==> config.mk <==
export PLATFORM = sky130hd
export DESIGN_NAME = muldiv_ctrl
export DESIGN_NICKNAME = d
export VERILOG_FILES = /design/src/rtl/muldiv_ctrl.sv
export SDC_FILE = /design/constraint.sdc
export NUM_CORES = 2
export LEC_CHECK = 0
export ABC_AREA = 1
export CAP_MARGIN = 10
export CORE_ASPECT_RATIO = 1.4
export CORE_MARGIN = 4
export CORE_UTILIZATION = 60
export CTS_CLUSTER_SIZE = 30
export DETAILED_ROUTE_END_ITERATION = 10
export PLACE_DENSITY_LB_ADDON = 0.3
export SYNTH_ARGS = -nofsm -noshare
export SYNTH_HDL_FRONTEND = slang
export SYNTH_SLANG_ARGS = --single-unit
export TNS_END_PERCENT = 1
==> constraint.sdc <==
create_clock -name clk -period 10.93 [get_ports clk]
set_input_delay 2.186 -clock clk [delete_from_list [all_inputs] [get_ports clk]]
set_output_delay 2.186 -clock clk [all_outputs]
set_load 0.02 [all_outputs]
==> src/rtl/muldiv_ctrl.sv <==
// muldiv_ctrl: EX-stage sequencer owning the HI/LO register pair.
// Multiplies run as a two-cycle registered operation. Divides are handed to an
// external multi-cycle divider through a start/annul/ready handshake.
// Optional feature macro: MULDIV_DIV0_SKIP_EN. When it is defined, a divide by zero
// skips the divider and commits hi=a, lo=all-ones after a single stall cycle.
module muldiv_ctrl (
    input  logic        clk,
    input  logic        rst,
    input  logic        op_valid,
    input  logic [2:0]  op,
    input  logic [31:0] a,
    input  logic [31:0] b,
    input  logic        flush,
    output logic        stall,
    output logic [31:0] hi,
    output logic [31:0] lo,
    output logic        div_start,
    output logic        div_signed,
    output logic [31:0] div_opdata1,
    output logic [31:0] div_opdata2,
    output logic        div_annul,
    input  logic [63:0] div_result,
    input  logic        div_ready
);

    typedef enum logic [1:0] {
        ST_IDLE     = 2'd0,
        ST_MUL      = 2'd1,
        ST_DIV_RUN  = 2'd2,
        ST_DIV_DONE = 2'd3
    } state_t;

    localparam logic [2:0] OP_MULT  = 3'd0;
    localparam logic [2:0] OP_MULTU = 3'd1;
    localparam logic [2:0] OP_DIV   = 3'd2;
    localparam logic [2:0] OP_DIVU  = 3'd3;
    localparam logic [2:0] OP_MTHI  = 3'd4;
    localparam logic [2:0] OP_MTLO  = 3'd5;

    state_t      state_reg, state_next;
    logic [31:0] hi_reg, hi_next;
    logic [31:0] lo_reg, lo_next;
    logic [31:0] mul_a_reg, mul_a_next;
    logic [31:0] mul_b_reg, mul_b_next;
    logic        mul_signed_reg, mul_signed_next;
    logic [31:0] opd1_reg, opd1_next;
    logic [31:0] opd2_reg, opd2_next;
    logic        div_signed_reg, div_signed_next;

    // Both operands extended to 64 bits (sign or zero), so the low 64 bits of
    // the 64x64 product are exactly the 32x32 result.
    logic signed [63:0] mul_a_ext, mul_b_ext, mul_prod;
    assign mul_a_ext = {{32{mul_signed_reg & mul_a_reg[31]}}, mul_a_reg};
    assign mul_b_ext = {{32{mul_signed_reg & mul_b_reg[31]}}, mul_b_reg};
    assign mul_prod  = mul_a_ext * mul_b_ext;

    assign hi          = hi_reg;
    assign lo          = lo_reg;
    assign div_signed  = div_signed_reg;
    assign div_opdata1 = opd1_reg;
    assign div_opdata2 = opd2_reg;
    // Start follows the state register (so reset drops it at once) and is
    // gated off in the cycle the divider reports ready or a flush arrives.
    assign div_start   = (state_reg == ST_DIV_RUN) & ~div_ready & ~flush;

    // State and datapath registers, asynchronously cleared.
    always_ff @(posedge clk or negedge rst) begin
        if (!rst) begin
            state_reg      <= ST_IDLE;
            hi_reg         <= '0;
            lo_reg         <= '0;
            mul_a_reg      <= '0;
            mul_b_reg      <= '0;
            mul_signed_reg <= 1'b0;
            opd1_reg       <= '0;
            opd2_reg       <= '0;
            div_signed_reg <= 1'b0;
        end else begin
            state_reg      <= state_next;
            hi_reg         <= hi_next;
            lo_reg         <= lo_next;
            mul_a_reg      <= mul_a_next;
            mul_b_reg      <= mul_b_next;
            mul_signed_reg <= mul_signed_next;
            opd1_reg       <= opd1_next;
            opd2_reg       <= opd2_next;
            div_signed_reg <= div_signed_next;
        end
    end

    // Next-state, HI/LO update and stall/annul decode; flush overrides everything.
    always_comb begin
        state_next      = state_reg;
        hi_next         = hi_reg;
        lo_next         = lo_reg;
        mul_a_next      = mul_a_reg;
        mul_b_next      = mul_b_reg;
        mul_signed_next = mul_signed_reg;
        opd1_next       = opd1_reg;
        opd2_next       = opd2_reg;
        div_signed_next = div_signed_reg;
        stall           = 1'b0;
        div_annul       = 1'b0;

        if (flush) begin
            state_next = ST_IDLE;
            div_annul  = (state_reg == ST_DIV_RUN);
        end else begin
            case (state_reg)
                ST_IDLE: begin
                    if (op_valid) begin
                        case (op)
                            OP_MULT, OP_MULTU: begin
                                mul_a_next      = a;
                                mul_b_next      = b;
                                mul_signed_next = (op == OP_MULT);
                                stall           = 1'b1;
                                state_next      = ST_MUL;
                            end
                            OP_DIV, OP_DIVU: begin
                                opd1_next       = a;
                                opd2_next       = b;
                                div_signed_next = (op == OP_DIV);
                                stall           = 1'b1;
`ifdef MULDIV_DIV0_SKIP_EN
                                if (b == 32'd0) begin
                                    hi_next    = a;
                                    lo_next    = 32'hFFFF_FFFF;
                                    state_next = ST_DIV_DONE;
                                end else begin
                                    state_next = ST_DIV_RUN;
                                end
`else
                                state_next      = ST_DIV_RUN;
`endif
                            end
                            OP_MTHI: hi_next = a;
                            OP_MTLO: lo_next = a;
                            default: ;
                        endcase
                    end
                end
                ST_MUL: begin
                    // op_valid is the same held instruction; ignore it.
                    hi_next    = mul_prod[63:32];
                    lo_next    = mul_prod[31:0];
                    state_next = ST_IDLE;
                end
                ST_DIV_RUN: begin
                    stall = 1'b1;
                    if (div_ready) begin
                        hi_next    = div_result[63:32];
                        lo_next    = div_result[31:0];
                        state_next = ST_DIV_DONE;
                    end
                end
                ST_DIV_DONE: state_next = ST_IDLE;
                default:     state_next = ST_IDLE;
            endcase
        end
    end

endmodule

==> results_dict.tcl <==
set metrics [dict create \
    avgViaCountPerCell 5.49 \
    crit_path_max_fanout 14 \
    vias 40000 \
    fin_setup_tns_ps 0 \
    layout_commonest_cell "inv_1" \
    ff_latch_area_sq_um 4910 \
    antenna_found_initial 8 \
    final_cell_mix "inv_1, nand2_1, fa_1" \
    startpoint_type "flop" \
    r2r-start "mul_signed_reg" \
    yosys-top-cells-area "fa_1, inv_1, nand2_1, dfrtp_1, ha_1" \
    initial_core_util_pct 60.6 \
    cts_sinks 196 \
    cp.arrival_ps 9300 \
    num-nets-final 7691 \
    cts_root_buf "clkbuf_16" \
    n_fill_cell 6864 \
    drtIter0Drc 3273 \
    synth_top_cell_area_share_pct 46.2 \
    hold_viol 0 \
    cts-buffers-inserted 17 \
    rsz0062_at_grt "no" \
    reg2reg_depth 25 \
    postCtsSetupBuffers 0 \
    r2r-end "hi[25]" \
    overflow 0 \
    cp_slowest_stage_delay_ps 860 \
    synth_fp_nets 7638 \
    core_area_sq_um 80500 \
    fin_crit_ps 8910 \
    port_buffers 267 \
    cp_common_cell "fa_1" \
    postRouteAntennaNets 0 \
    drt_first_pass_iters 6 \
    synth_seq_cells 196 \
    yosysTopAreaCell "fa_1" \
    cts_hold_buf 0 \
    track_usage_pct 36.4 \
    synth_enable_flop_cells 0 \
    critPathRequiredTime_ps 11320 \
    htreeDepth 4 \
    fmax_ghz 0.112 \
    maxCapViolCount 0 \
    io_pins 268 \
    clk_pin_slew_ps 100 \
    critPathKind "flop to flop" \
    dieWidth_um 249 \
    cp_slowest_cell "fa_1" \
    syn_inst 6161 \
    endpoint "hi[25]" \
    die_h_um 345 \
    synth_cell_types 45 \
    core.rowCount 123 \
    multiInputGateArea_sq_um 36200 \
    synth_flop_cell "dfrtp_1" \
    endpoint_kind "flop" \
    dpl.hpwl_mm 129 \
    yosysWarnings 0 \
    drive_gt1_share_pct 3.29 \
    status "completed" \
    tritoncts "done" \
    async_reset_ff_share_pct 100 \
    setup_violations 0 \
    setup.worst_path.start "mul_signed_reg" \
    clock_latency_ps 470 \
    wirelength_mm 153 \
    hold_path_class "flop to flop" \
    post_cts_resized 0 \
    cts_buffer_depth 2 \
    netlist_area_sq_um 48700 \
    routabilityCongestion 1.06 \
    ys_seq_area_share_pct 10.1 \
    grt_max_degree 98 \
    dieArea_sq_um 85900 \
    synthToLayoutAreaGrowth_pct 8.40 \
    synth_area_per_cell_sq_um 7.91 \
    period_share_pct 81.5 \
    worst_pin_slew_ps 1130 \
    rrSetupSlack_ps 2020 \
    relSlewSlack_pct 24.4 \
    grt_pass1_wl_mm 242 \
    skew_ps 21.9 \
    drv_slew 0 \
    grt_pass1_vias 43400 \
    wire_per_inst_um 21.0 \
    drc 0 \
]
[through the flow]
| step | worst slack [ps] | utilization, % | cell area [sq um] | std cells | hold slack, ps |
|---|---|---|---|---|---|
| global placement | 2300 | 64.9 | 52200 | 7257 | 460 |
| global route | 1810 | 65.6 | 52800 | 7290 | 504 |
| finish | 2020 | 65.6 | 52800 | 7291 | 489 |
| floorplan | 3340 | - | 48700 | 6161 | 563 |
| CTS | 2180 | 65.6 | 52800 | 7289 | 490 |
| detailed placement | 2210 | 64.9 | 52200 | 7257 | 465 |
[logic make-up after synthesis]
logic type | after synthesis | share of synthesized area, %
muxes | 15 | 0.347
xor gates and xnor gates | 12 | 0.216
DFF | 196 | 10.1
AOI/OAI and AO/OA | 391 | 4.40
and+or+nand+nor | 2173 | 17.5
buffers and inverters | 2033 | 15.7
adders and majority gates | 1341 | 51.7
[synth_stat cells, types with 14 or more instances]
master and number:
inv_1 1706, nand2_1 1696, fa_1 1125, nor2_1 300, clkbuf_1 294, ha_1 216
dfrtp_1 196, a21oi_1 167, o21ai_0 131, nand3_1 100, o21ai_1 31, buf_2 24
a21boi_1 23, mux2_2 15, nand4_1 14
[metal layers]
metal / wire length, um / vias up / global-route usage (%)
met1: 53700 / 20100 / 43.6
met5: 22 / - / 0
met3: 12700 / 567 / 6.57
met4: 10500 / 4 / 19.3
met2: 76100 / 1966 / 62.8
li1: - / 17400 / -
[worst min-delay path by stage]
stage / startpoint / to / slack [ps] / cells after the start
detailed placement: lo[4] / lo[4] / 470 / 2
global placement: lo[1] / lo[1] / 460 / 2
floorplan: mul_b_reg[31] / mul_b_reg[31] / 560 / 3
CTS: lo[4] / lo[4] / 490 / 2
finish: lo[4] / lo[4] / 490 / 2
global route: lo[1] / lo[1] / 500 / 2
[worst max-delay path, delay by kind of cell, from the launching register on]
family | cells | cell delay [ps]
adder cells (fa/ha/maj) | 9 | 5210
buffers and inverters | 6 | 1290
AND/OR/NAND/NOR | 9 | 1690
AO/OA/AOI/OAI | 1 | 140
flip-flops | 1 | 510
[final cells by class]
type	instances	area share, %
diodes	2	0.00947
clock buffers	17	0.805
clock inverters	15	0.336
inverters	1709	12.1
multi-input cells	3932	68.5
flip-flops and latches	196	9.30
well taps	1062	2.51
repair buffers	358	6.38
Power is left out: the tool's default activity adds up to more than one toggle a clock period on the data nets, which glitch-free logic cannot reach.
